## src/rtl/instruction_loader_pkg.sv

```systemverilog
// Shared constants and types for the run-time instruction memory loader.
// The CPU top level reuses HALT_WORD as its out-of-range fetch value.
package instruction_loader_pkg;

  localparam int          DEPTH     = 256;
  localparam int          ADDR_W    = 8;
  localparam logic [31:0] HALT_WORD = 32'hFC00_0000;

  typedef enum logic [2:0] {
    IDLE,
    HDR,
    DATA,
    CSUM,
    FILL,
    DONE,
    ERR
  } state_t;

  // Byte of a big-endian word that lands at an address with the given low bits.
  function automatic logic [7:0] halt_byte(input logic [31:0] word, input logic [1:0] lane);
    case (lane)
      2'd0:    return word[31:24];
      2'd1:    return word[23:16];
      2'd2:    return word[15:8];
      default: return word[7:0];
    endcase
  endfunction

endpackage

```

## src/rtl/instruction_loader.sv

```systemverilog
// Streams a checksummed program image into instruction memory, pads the rest
// with the halt word, and keeps the CPU held until the image is complete.
module instruction_loader #(
  parameter int          DEPTH     = instruction_loader_pkg::DEPTH,
  parameter int          ADDR_W    = instruction_loader_pkg::ADDR_W,
  parameter logic [31:0] HALT_WORD = instruction_loader_pkg::HALT_WORD
) (
  input  logic              clk,
  input  logic              rst_n,
  input  logic              start,
  input  logic [7:0]        in_byte,
  input  logic              in_valid,
  output logic              in_ready,
  output logic              mem_write,
  output logic [ADDR_W-1:0] mem_addr,
  output logic [7:0]        mem_data,
  output logic              cpu_hold,
  output logic              done,
  output logic              error
);
  import instruction_loader_pkg::*;

  // One extra bit so a full image (count == DEPTH) is representable without wrap.
  typedef logic [ADDR_W:0] cnt_t;

  state_t     state;
  cnt_t       count;
  cnt_t       total;
  logic [7:0] xor_acc;
  logic       xfer;
  logic       hdr_bad;

  assign in_ready = (state == HDR) || (state == DATA) || (state == CSUM);
  assign xfer     = in_valid && in_ready;
  assign hdr_bad  = (in_byte == 8'd0) || (int'(in_byte) > DEPTH / 4);

  always_ff @(posedge clk or negedge rst_n) begin
    if (!rst_n) begin
      state     <= IDLE;
      count     <= '0;
      total     <= '0;
      xor_acc   <= '0;
      mem_write <= 1'b0;
      mem_addr  <= '0;
      mem_data  <= '0;
      cpu_hold  <= 1'b1;
      done      <= 1'b0;
      error     <= 1'b0;
    end else begin
      // NOTE: all state here is non-blocking; mem_write defaults low each cycle
      // and a later assignment in the same branch overrides the default.
      mem_write <= 1'b0;
      case (state)
        IDLE, DONE, ERR: begin
          if (start) begin
            state    <= HDR;
            done     <= 1'b0;
            error    <= 1'b0;
            cpu_hold <= 1'b1;
          end
        end
        HDR: begin
          if (xfer) begin
            if (hdr_bad) begin
              state <= ERR;
              error <= 1'b1;
            end else begin
              total   <= cnt_t'(in_byte) << 2;
              count   <= '0;
              xor_acc <= '0;
              state   <= DATA;
            end
          end
        end
        DATA: begin
          if (xfer) begin
            mem_write <= 1'b1;
            mem_addr  <= count[ADDR_W-1:0];
            mem_data  <= in_byte;
            xor_acc   <= xor_acc ^ in_byte;
            count     <= count + cnt_t'(1);
            if (count == total - cnt_t'(1)) state <= CSUM;
          end
        end
        CSUM: begin
          if (xfer) begin
            if (in_byte != xor_acc) begin
              state <= ERR;
              error <= 1'b1;
            end else if (total == cnt_t'(DEPTH)) begin
              state    <= DONE;
              done     <= 1'b1;
              cpu_hold <= 1'b0;
            end else begin
              // First pad write goes out alongside the FILL entry, saving a cycle.
              state     <= FILL;
              mem_write <= 1'b1;
              mem_addr  <= total[ADDR_W-1:0];
              mem_data  <= halt_byte(HALT_WORD, total[1:0]);
              count     <= total + cnt_t'(1);
            end
          end
        end
        FILL: begin
          if (count == cnt_t'(DEPTH)) begin
            state    <= DONE;
            done     <= 1'b1;
            cpu_hold <= 1'b0;
          end else begin
            mem_write <= 1'b1;
            mem_addr  <= count[ADDR_W-1:0];
            mem_data  <= halt_byte(HALT_WORD, count[1:0]);
            count     <= count + cnt_t'(1);
          end
        end
        default: state <= IDLE;
      endcase
    end
  end

endmodule

```

## config.mk

```make
export PLATFORM = sky130hd
export DESIGN_NAME = instruction_loader
export DESIGN_NICKNAME = d
export VERILOG_FILES = /design/src/rtl/instruction_loader_pkg.sv /design/src/rtl/instruction_loader.sv
export SDC_FILE = /design/constraint.sdc
export NUM_CORES = 1
export LEC_CHECK = 0
export CAP_MARGIN = 20
export CORE_MARGIN = 2
export CORE_UTILIZATION = 45
export CTS_BUF_LIST = sky130_fd_sc_hd__clkbuf_16
export CTS_CLUSTER_DIAMETER = 150
export CTS_CLUSTER_SIZE = 12
export DETAILED_ROUTE_END_ITERATION = 8
export HOLD_SLACK_MARGIN = 0.03
export PLACE_DENSITY = 0.69
export SLEW_MARGIN = 0
export SYNTH_ARGS = -nofsm -noshare
export SYNTH_HDL_FRONTEND = slang
export SYNTH_SLANG_ARGS = --single-unit
```

## constraint.sdc

```tcl
create_clock -name clk -period 2.45 [get_ports clk]
set_clock_uncertainty 0.1 [all_clocks]
set_input_delay 0.49 -clock clk [delete_from_list [all_inputs] [get_ports clk]]
set_output_delay 0.49 -clock clk [all_outputs]
set_load 0.03 [all_outputs]
```

Yosys cells after proc, flatten, opt, wreduce, memory -nomap -nowiden
Index checks and enable logic that the tools add are counted.
{"block": "totals", "elab_cells": 117, "output_inout_bits": 21, "ff_bits": 47, "input_bits": 12}
{"block": "op_classes", "n_eq_ne": 23, "addsub": 3, "reduce_logical": 20, "bitwise_logic": 2, "order_cmp": 1, "mux": 58}
{"cell": "$mux 8", "count": 14}
{"cell": "$mux 9", "count": 7}
{"cell": "$pmux 8 s3", "count": 2}
{"cell": "$pmux 9 s4", "count": 1}
{"cell": "$reduce_and 6->1", "count": 4}
{"cell": "$mux 3", "count": 7}
{"cell": "$mux 1", "count": 20}
{"cell": "$ne 2x2->1 const B", "count": 10}
{"cell": "$add 9x1->9 const B", "count": 2}
{"cell": "$pmux 8 s2", "count": 1}
{"cell": "$pmux 3 s5", "count": 1}
{"cell": "$pmux 1 s3", "count": 4}
{"cell": "$eq 3x3->1 const B", "count": 3}
{"cell": "$eq 9x9->1", "count": 1}
{"cell": "$eq 9x9->1 const B", "count": 1}
{"cell": "$reduce_bool 3->1", "count": 3}
{"cell": "$sub 9x1->9 const B", "count": 1}
{"cell": "$gt 8x7->1 const B", "count": 1}
{"cell": "$logic_not 8->1", "count": 1}
{"cell": "$ne 8x8->1", "count": 1}
{"cell": "$reduce_and 8->1", "count": 1}
{"cell": "$xor 8x8->8", "count": 1}
{"cell": "$eq 7x7->1 const B", "count": 1}
{"cell": "$eq 3x2->1 const B", "count": 2}
{"cell": "other kinds (13)", "count": 17}

Depth between registers and ports, before layout
Gate-level depths: netlist (run 1).
{"block": "depth", "depth_word": 6, "ltp_mapped": 8, "ltp_nobuf": 7}

Worst setup path after synthesis (run 1)
OpenSTA, ideal clock, no wires.
{"block": "synth_path", "path_kind": "input to register", "from": "input in_byte[6]", "to": "register count[0]", "setup_slack_ps": 340, "stages": 8, "arrival_time_ps": 1889, "n_path_buf": 2, "setup_ps": 121, "required_ps": 2229, "cell_sequence": "buf_6 or3_1 a211o_1 nand2_2 nor3_4 or2_1 buf_6 a22o_1"}
{"block": "synth_between", "elab_chain_len": 4, "elab_cells_between_ends": 7, "classes_between": "order compare: 1; eq/ne: 3; reduce/logical: 3"}
{"element": "from (decl)", "line": "instruction_loader.sv:11", "rtl": "input logic [7:0] in_byte,"}
{"element": "$gt 8x7->1 / $logic_not 8->1 (equally long branches)", "line": "instruction_loader.sv:35", "rtl": "assign hdr_bad = (in_byte == 8'd0) || (int'(in_byte) > DEPTH / 4);"}
{"element": "$logic_or 1x1->1", "line": "instruction_loader.sv:35"}
{"element": "$ne 2x2->1 (no line)"}
{"element": "$reduce_and 8->1 (no line) *"}
{"element": "to (signal assigned)", "line": "instruction_loader.sv:81", "rtl": "count <= count + cnt_t'(1);"}
{"element": "to (signal assigned)", "line": "instruction_loader.sv:100", "rtl": "count <= total + cnt_t'(1);"}
{"element": "to (signal assigned)", "line": "instruction_loader.sv:113", "rtl": "count <= count + cnt_t'(1);"}
{"element": "to (decl)", "line": "instruction_loader.sv:27", "rtl": "cnt_t count;"}
Mark *: on every way between the ends. The rest lies on a longest branch, timed or not.
A chain may end at the register's enable or synchronous reset.

Worst setup path in the final report (run 1)
{"block": "layout_path", "from": "register state[2]", "to": "output in_ready"}
{"block": "layout_between", "elab_chain_len": 3, "elab_cells_between_ends": 5, "classes_between": "eq/ne: 3; reduce/logical: 2"}
{"element": "from (decl)", "line": "instruction_loader.sv:26", "rtl": "state_t state;"}
{"element": "from (signal assigned)", "line": "instruction_loader.sv:39", "rtl": "state <= IDLE;"}
{"element": "from (signal assigned)", "line": "instruction_loader.sv:56", "rtl": "state <= HDR;"}
{"element": "from (signal assigned)", "line": "instruction_loader.sv:65", "rtl": "state <= ERR;"}
{"element": "$eq 3x1->1 / $eq 3x2->1 (equally long branches)", "line": "instruction_loader.sv:33", "rtl": "assign in_ready = (state == HDR) || (state == DATA) || (state == CSUM);"}
{"element": "$logic_or 1x1->1", "line": "instruction_loader.sv:33"}
{"element": "$logic_or 1x1->1 *", "line": "instruction_loader.sv:33"}
{"element": "to (decl)", "line": "instruction_loader.sv:13", "rtl": "output logic in_ready,"}
Marked as above.

==> reports/results.tsv, run 1 <==
stage	metric	value	unit
yosys	Synth async-reset ratio	100	%
yosys	flops & latches, synth	47	
routing	drt first pass iters	4	
timing	worst slew pin tran	0.573	ns
yosys	leading post-synthesis cells by cell area	dfrtp_1 (41%), xnor2_1 (5.3%), nor2_1 (4.4%), nand2_1 (4.2%), a21oi_1 (4.1%)	
flow_run	max_cap viols	0	
clock_tree	Skew-Pair Late Insertion Delay	0.30	ns
yosys	ys flop type	dfrtp_1	
layout	ratio of cells with drive above 1 in the final layout	16.7	%
timing	Final setup viols	0	
global_routing	pin count of the biggest net entering global routing	26	
yosys	EDFF count, synth	0	
yosys	Synth top area share	41.3	%
clock_tree	H-tree depth	2	
power_and_ir_drop	static leakage	0.00145	uW
routing	routed len/inst	15.7	um
power_and_ir_drop	pwr dens	1380	nW/um2
timing	post-route minimum period	2.38	ns
timing	final worst-path cycle share	97.0	%
clock_tree	root buffer cell	clkbuf_16	
worst_setup_path	Reg-to-Reg Start	state[2]	
layout	final cell count without fillers	440	
layout	Post-layout nets	380	
yosys	yosys warns	0	
yosys	post-synthesis sequential area ratio	42.3	%
clock_tree	CTS Buf Count	5	
clock_tree	CTS Buffer Depth	2	
timing	Slew HR	61.4	%
routing	Total Wirelength	6890	um
timing	Max Freq	421	MHz
die	top-level I/O count	33	
routing	DRC Markers	0	
yosys	Synth Area per Inst	8.92	um2
place	Port Buffers	32	
clock_tree	Worst-path clk slew	0.07	ns
worst_setup_path	reg-to-reg critical path endpoint	count[2]	
worst_setup_path	CP startpoint kind	flop	
yosys	Yosys cell types	53	
power_and_ir_drop	VDD IR-drop max	0.630	mV
global_routing	vias in the first global route	2325	
yosys	Post-Syn Nets	328	
routing	DR vias	2431	
die	Die H	82.7	um
global_routing	all-layer global routing usage	22.3	%
routing	vias per cell	5.53	
power_and_ir_drop	Tot Pwr	4790	uW
yosys	Mapped Cells	312	
worst_setup_path	CP endpoint kind	output port	
routing	DRT iter0 DRCs	254	
timing	unrepaired setup endpoints after global routing	no	
layout	Area Overhead vs Synth	25.0	%
worst_setup_path	arrival time at the worst endpoint	1.79	ns
yosys	cell area after synthesis	2780	um2
die	die area	6830	um2
worst_setup_path	worst reg2reg path depth	7	
clock_tree	CTS sink cnt	47	
worst_setup_path	CP Data Required Time	1.86	ns
die	site row count	28	
layout	Antenna Cells	0	
hold_path	Min-Delay Path Class	in2async	
run_status	status	finished clean	
place	GPL Wtd Cong	0.894	
worst_setup_path	crit path kind	reg2out	
place	placed insts	432	
timing	Slew Limit Fails	0	
timing	Worst Hold Slack	0.0949	ns
clock_tree	TritonCTS clock tree	built	
die	core area	5960	um2
place	hpwl dp	5300	um
yosys	most area-hungry cell type in the Yosys netlist	dfrtp_1	
worst_setup_path	Worst R2R Setup Slack	0.24	ns
timing	final hold viol count	0	
worst_setup_path	CP Max Fanout	11	
clock_tree	post-CTS setup buffers	0	
layout	final-layout fill cell count	556	
global_routing	Remaining Overflow, GRT	0	
routing	Routed Antenna Nets	0	
die	initial core utilization	46.7	%
global_routing	first-pass GRT wire length	11500	um
timing	Setup TNS	0	ns
global_routing	initial antenna violation count	0	
die	die span in x	82.7	um
==> worst max-delay path, cell delays in order, from the launching register on <==
cell and delay (ns):
dfrtp_1 0.52, o21ba_2 0.31, clkdlybuf4s50_1 0.66
==> cells in the final DEF, fill, tap and decap left out, types with 3 or more instances in the layout <==
master / n
dfrtp_1: 45
clkdlybuf4s50_1: 31
xnor2_1: 17
nor2b_1: 3
a32oi_1: 3
clkbuf_16: 5
nand4_1: 4
and2_1: 4
o21ai_1: 7
nand2_1: 31
a21oi_1: 23
mux2_2: 6
nand3_1: 7
nor2_1: 33
or3_1: 3
nor3_1: 6
inv_1: 13
xor2_1: 4
o31ai_1: 7
buf_4: 30
o21ai_0: 22
and3_1: 5
a31oi_1: 7
nor4_1: 3
ha_1: 4
==> cell type report <==
cell class | count | area [um2] | share of cell area, %
clock buffers | 5 | 125 | 3.59
well taps | 75 | 93.8 | 2.70
clock inverters | 3 | 20.0 | 0.575
multi-input cells | 233 | 1430 | 41.2
flip-flops and latches | 47 | 1180 | 33.9
inverters | 13 | 48.8 | 1.40
repair buffers | 64 | 581 | 16.7
==> state kept, by name, summed over array words and instances, names as in the netlist <==
signal,count
cpu_hold,1
xor_acc,8
count,9
done,1
error,1
mem_write,1
total,7
mem_addr,8
state,3
mem_data,8
==> synthesized netlist by cell type (all sizes together), types with 2 or more instances <==
library cell and instances:
dfrtp 46, nor2 35, nand2 33, o21ai 29, a21oi 23, xnor2 17
buf 13, inv 13, nand3 8, nor3 8, a31oi 7, o31ai 7
clkbuf 6, mux2 6, and3 5, nor4 5, and2 4, ha 4
nand4 4, xor2 4, a32oi 3, nor2b 3, or3 3, a211o 2
nand2b 2, o211ai 2, o21a 2, o31a 2
==> through the flow <==
step	setup slack [ns]	util [%]	area [um2]
4_1_cts	0.0654	58.4	3480
6_report	0.0723	58.4	3480
3_5_place_dp	-0.173	56.0	3330
3_3_place_gp	-0.126	56.0	3330
5_1_grt	0.0149	58.4	3480
2_1_floorplan	0.340	-	2780
==> routing by layer <==
layer	GRT usage [%]	routed length, um	vias up
met5	0	0	-
met4	6.23	97	0
met3	3.70	402	10
met2	34.2	3050	79
met1	32.5	3340	1143
li1	-	-	1199
==> how the worst max path moves through the flow <==
stage	from	end	slack [ns]	cells past startpoint
floorplan	in_byte[6]	count[0]	0.34	8
global placement	in_byte[3]	count[8]	-0.13	8
detailed placement	in_byte[5]	count[8]	-0.17	8
CTS	state[0]	in_ready	0.07	2
global route	in_byte[6]	xor_acc[7]	0.01	10
finish	state[2]	in_ready	0.07	2
==> where the power goes <==
group	switching [uW]	total, uW	internal [uW]
sequential	372	1490	1120
combinational	1460	2620	1160
clock	307	684	377
total	2140	4790	2650
==> cell families (layout without fill, tap and decap cells) <==
kind of cell | after synthesis | count (layout) | synth area share, %
and+or+nand+nor | 116 | 116 | 21.1
muxes | 7 | 7 | 2.79
xor gates and xnor gates | 21 | 21 | 6.61
AOI/OAI and AO/OA | 85 | 85 | 19.2
DFF | 47 | 47 | 42.3
adders and majority gates | 4 | 4 | 1.80
buffers and inverters | 32 | 85 | 6.20
==> repair_timing <==
action,in CTS,in global routing
gates resized for setup,0,1
endpoints found under the setup margin,0,1
hold buffers,0,0
(Power assumes the default switching activity.)
==> run 2: changes to the inputs <==
--- a/config.mk
+++ b/config.mk
@@ -6,7 +6,7 @@
 export NUM_CORES = 1
 export LEC_CHECK = 0
 export CAP_MARGIN = 20
-export CORE_MARGIN = 2
+export CORE_MARGIN = 4
 export CORE_UTILIZATION = 45
 export CTS_BUF_LIST = sky130_fd_sc_hd__clkbuf_16
 export CTS_CLUSTER_DIAMETER = 150
==> run 2 against run 1 <==
Count of clock-buffer cells in the layout stayed put. Combinational power about the same. Worst setup slack gained 0.013 ns. Core utilization rose by 1.2 points. Flip-flop and latch count did not move. Sequential share of layout area fell by 0.67 points. Via count rose by 1.4%. Largest cell class unchanged. Sequential power barely moved. Die area rose by 9.9%. Non-clock buffer count grew 2.
==> reports/results.tsv, run 2 (synthesis results as in run 1) <==
stage	metric	value	unit
layout	max reg flops	9	
die	core area	5960	um2
worst_setup_path	crit path kind	reg2out	
global_routing	Remaining Overflow, GRT	0	
hold_path	Min-Delay Path Class	in2async	
worst_setup_path	Critical-path top delay cell	clkdlybuf4s50_1	
layout	most common cell after layout, fill and taps aside	dfrtp_1	
timing	post-route minimum period	2.36	ns
timing	unrepaired setup endpoints after global routing	no	
layout	final-layout fill cell count	525	
place	Place WS	-0.258	ns
worst_setup_path	Buf/Inv on CP	1	
worst_setup_path	CP endpoint kind	output port	
timing	worst slew pin tran	0.586	ns
clock_tree	Skew-Pair Late Insertion Delay	0.28	ns
worst_setup_path	Worst R2R Setup Slack	0.27	ns
global_routing	initial antenna violation count	0	
worst_setup_path	worst reg2reg path depth	7	
worst_setup_path	CP startpoint kind	flop	
routing	Routed Antenna Nets	0	
timing	Max Freq	423	MHz
timing	final worst-path cycle share	96.5	%
die	top-level I/O count	33	
routing	drt first pass iters	4	
layout	most flop-heavy register	count	
layout	Antenna Cells	0	
power_and_ir_drop	pwr dens	1400	nW/um2
clock_tree	Hold-fix buffers, CTS	0	
worst_setup_path	arrival time at the worst endpoint	1.77	ns
layout	most frequent cells in the layout	dfrtp_1 (45), nor2_1 (33), buf_4 (33)	
clock_tree	H-tree depth	2	
die	initial core utilization	46.7	%
worst_setup_path	CP Max Fanout	11	
worst_setup_path	family with the most delay on the worst path	buffers and inverters	
power_and_ir_drop	VDD IR-drop max	0.703	mV
clock_tree	CTS sink cnt	47	
clock_tree	root buffer cell	clkbuf_16	
worst_setup_path	sequence of cells on the critical path	o21ba_2, clkdlybuf4s50_1	
die	site row count	28	
layout	multi-input logic area	1450	um2
worst_setup_path	CP peak stage delay	0.66	ns
timing	Setup TNS	0	ns
layout	ratio of cells with drive above 1 in the final layout	17.2	%
global_routing	vias in the first global route	2418	
die	die area	7510	um2
timing	Slew HR	60.5	%
clock_tree	TritonCTS clock tree	built	
die	die span in x	86.7	um
die	Die H	86.7	um
timing	Worst Hold Slack	0.0812	ns
place	Port Buffers	32	
place	hpwl dp	5270	um
worst_setup_path	CP Data Required Time	1.86	ns
layout	register area	1180	um2
routing	DRC Markers	0	
timing	Final setup viols	0	
routing	routed len/inst	15.5	um
global_routing	pin count of the biggest net entering global routing	25	
worst_setup_path	reg-to-reg critical path endpoint	count[5]	
worst_setup_path	Reg-to-Reg Start	state[2]	
routing	Total Wirelength	6850	um
layout	Post-layout nets	382	
clock_tree	CTS Buf Count	5	
global_routing	all-layer global routing usage	19.7	%
clock_tree	CTS Buffer Depth	2	
flow_run	max_cap viols	0	
routing	vias per cell	5.58	
clock_tree	Worst-path clk slew	0.06	ns
routing	DR vias	2465	
timing	Slew Limit Fails	0	
clock_tree	post-CTS setup buffers	0	
run_status	status	finished clean	
routing	DRT iter0 DRCs	227	
global_routing	first-pass GRT wire length	11800	um
place	GPL Wtd Cong	0.895	
power_and_ir_drop	static leakage	0.00152	uW
timing	final hold viol count	0	
layout	Area Overhead vs Synth	27.6	%
power_and_ir_drop	Tot Pwr	4960	uW
clock_tree	post-CTS sizing	0	
timing	Final WS setup	0.0853	ns
[run 2: cell types whose count changed in the layout (fill, tap and decap cells not counted), sizes merged]
cell,change
dlymetal6s2s,+4
bufinv,+2
buf,+2
clkinvlp,-1
inv,+1
clkinv,-2
clkdlybuf4s50,-4
[run 2: worst reg2reg max path: stages, from the launching register on]
cell and delay [ns]:
dfrtp_1 0.58, inv_1 0.23, nand3_2 0.22, o22a_1 0.19, o221ai_2 0.16, or2_1 0.31, buf_4 0.18, o21ai_1 0.14
[run 2: through the flow]
stage	utilization, %	cells	instance area [um2]
2_1_floorplan	-	312	2780
3_3_place_gp	56.0	434	3340
3_5_place_dp	56.0	434	3340
4_1_cts	59.2	442	3530
5_1_grt	59.6	442	3550
6_report	59.6	442	3550
[run 2: worst max path at each step]
stage | start | endpoint | slack (ns) | cells past startpoint
global placement | in_byte[7] | count[6] | -0.13 | 8
finish | state[2] | in_ready | 0.09 | 2
detailed placement | in_byte[6] | count[6] | -0.26 | 8
floorplan | in_byte[6] | count[0] | 0.34 | 8
CTS | in_byte[6] | count[6] | 0.04 | 8
global route | in_byte[5] | count[8] | 0.005 | 8
[run 2: report_power, final]
part           internal [uW]  switching (uW)
clock network            581             274
logic                   1150            1480
registers               1120             354
total                   2850            2110
[run 2: area by class of cell]
cell class                 instances  area share (%)
inverter                          13            1.37
sequential                        47            33.2
tap                               75            2.64
clock inverter                     3            1.80
timing repair buffer              66            16.7
multi-input combinational        233            40.8
clock buffer                       5            3.52
[run 2: routing by layer]
metal | wire [um] | GRT usage (%)
met5 | 0 | 0
met4 | 79 | 4.25
met3 | 394 | 3.61
met2 | 3170 | 31.0
met1 | 3210 | 28.4
==> run 3: changes to the inputs <==
--- a/config.mk
+++ b/config.mk
@@ -14,6 +14,7 @@
 export DETAILED_ROUTE_END_ITERATION = 8
 export HOLD_SLACK_MARGIN = 0.03
 export PLACE_DENSITY = 0.69
+export SETUP_SLACK_MARGIN = 0.05
 export SLEW_MARGIN = 0
 export SYNTH_ARGS = -nofsm -noshare
 export SYNTH_HDL_FRONTEND = slang
==> run 3 against run 2 <==
Combinational power grew 2%. Critical path type is now in2reg. Cell count is the same. Via count grew 1.4%. First-iteration DRC count shrank 16%.
==> reports/results.tsv, run 3 (synthesis results as in run 1) <==
stage	metric	value	unit
run_status	status	finished clean	
power_and_ir_drop	Logic pwr share	53.4	%
power_and_ir_drop	Tot Pwr	5010	uW
global_routing	Remaining Overflow, GRT	0	
timing	final worst-path cycle share	93.8	%
clock_tree	post-CTS setup buffers	0	
power_and_ir_drop	Clock power frac	17.1	%
timing	final hold viol count	0	
worst_setup_path	worst setup path start	in_byte[2]	
worst_setup_path	arrival time at the worst endpoint	2.40	ns
hold_path	Min-Delay Path Class	in2async	
layout	most frequent cells in the layout	dfrtp_1 (45), nor2_1 (33), buf_4 (33)	
global_routing	vias in the first global route	2418	
layout	most flop-heavy register	count	
clock_tree	CTS Buffer Depth	2	
die	core area	5960	um2
routing	DRT iter0 DRCs	190	
global_routing	pin count of the biggest net entering global routing	25	
routing	DR vias	2499	
layout	Post-layout nets	382	
timing	Slew HR	60.4	%
place	placed insts	434	
layout	Area Overhead vs Synth	28.0	%
worst_setup_path	Reg-to-Reg Start	state[2]	
clock_tree	CTS sink cnt	47	
place	Port Buffers	32	
die	die span in x	86.7	um
worst_setup_path	CP Max Fanout	6	
timing	unrepaired setup endpoints after global routing	yes	
clock_tree	Skew-Pair Late Insertion Delay	0.28	ns
power_and_ir_drop	static leakage	0.00153	uW
routing	Routed Antenna Nets	0	
die	die area	7510	um2
global_routing	first-pass GRT wire length	11800	um
routing	vias per cell	5.65	
die	top-level I/O count	33	
power_and_ir_drop	pwr dens	1410	nW/um2
timing	Slew Limit Fails	0	
timing	Final setup viols	0	
worst_setup_path	crit path kind	in2reg	
worst_setup_path	CP startpoint kind	input pin	
clock_tree	TritonCTS clock tree	built	
routing	routed len/inst	15.6	um
power_and_ir_drop	VDD IR-drop max	0.706	mV
timing	Worst Hold Slack	0.0831	ns
routing	DRC Markers	0	
layout	Antenna Cells	0	
flow_run	max_cap viols	0	
timing	worst slew pin tran	0.587	ns
clock_tree	CTS Buf Count	5	
place	GPL Wtd Cong	0.895	
layout	most common cell after layout, fill and taps aside	dfrtp_1	
routing	drt first pass iters	4	
power_and_ir_drop	Reg power frac	29.5	%
routing	Total Wirelength	6920	um
power_and_ir_drop	P_int	2870	uW
die	Die H	86.7	um
layout	ratio of cells with drive above 1 in the final layout	17.7	%
timing	Max Freq	435	MHz
clock_tree	Worst-path clk slew	0.06	ns
global_routing	all-layer global routing usage	19.7	%
clock_tree	root buffer cell	clkbuf_16	
timing	post-route minimum period	2.30	ns
layout	final cell count without fillers	442	
worst_setup_path	CP endpoint kind	flop	
place	hpwl dp	5270	um
power_and_ir_drop	Net Sw Frac	42.7	%
power_and_ir_drop	Switch Pwr	2140	uW
die	initial core utilization	46.7	%
timing	Setup TNS	0	ns
clock_tree	H-tree depth	2	
worst_setup_path	CP Data Required Time	2.55	ns
layout	max reg flops	9	
global_routing	initial antenna violation count	0	
die	site row count	28	
[run 3: changes by cell type in the layout (fill, tap and decap cells not counted), sizes merged]
cell           delta
clkdlybuf4s50     -1
dlymetal6s2s      +1
[run 3: final cells by class]
cell class	instances	area (um2)
timing repair buffer	66	596
tap	75	93.8
fill	525	2390
clock inverter	3	63.8
clock buffer	5	125
multi-input combinational	233	1460
sequential	47	1180
inverter	13	48.8
[run 3: power by group through the flow]
| stage | clock (uW) | sequential (uW) | combinational (uW) |
|---|---|---|---|
| after detailed placement | 0 | 1480 | 2610 |
| after global routing | 918 | 1530 | 2930 |
| final | 856 | 1480 | 2680 |
| after global placement | 0 | 1460 | 2560 |
| after CTS | 879 | 1470 | 2650 |
| after floorplan | 0 | 1600 | 1650 |
[run 3: path summary, 6_finish.rpt]
check                         endpoint  slack (ns)  depth (start not counted)
max in group asynchronous     cpu_hold        1.45                          2
setup / recovery              count[8]        0.15                          8
setup reg to reg              count[8]        0.29                          7
hold / removal             mem_addr[2]        0.08                          1
min in group clk              cpu_hold        0.36                          2
hold reg to reg               cpu_hold        0.36                          2
[run 3: metrics by stage]
step	instance area, um2	setup WS, ns	util [%]
finish	3560	0.152	59.8
detailed placement	3340	-0.258	56.0
CTS	3530	0.0763	59.3
floorplan	2780	0.340	-
global placement	3340	-0.134	56.0
global route	3560	0.0417	59.8
[run 3: what timing repair did]
item,CTS,global route
pin swaps,0,1
hold endpoints to repair,0,0
cloned,0,0
hold buffers,0,0
gates resized for setup,1,9
setup endpoints to repair,1,14
[run 3: worst max-delay path: stages]
cell and delay, ns:
clkdlybuf4s50_1 0.58, xnor2_1 0.15, nand4_1 0.21, nor2_4 0.19, o221ai_2 0.19, or2_4 0.30
buf_4 0.14, o21ai_1 0.15
[run 3: per-layer routing]
| layer | vias up | part of all wire, % | GRT usage, % |
|---|---|---|---|
| met5 | - | 0 | 0 |
| met1 | 1198 | 46 | 28.4 |
| met3 | 11 | 6.0 | 3.61 |
| met4 | 0 | 1.1 | 4.25 |
| li1 | 1201 | - | - |
| met2 | 89 | 47 | 31.0 |
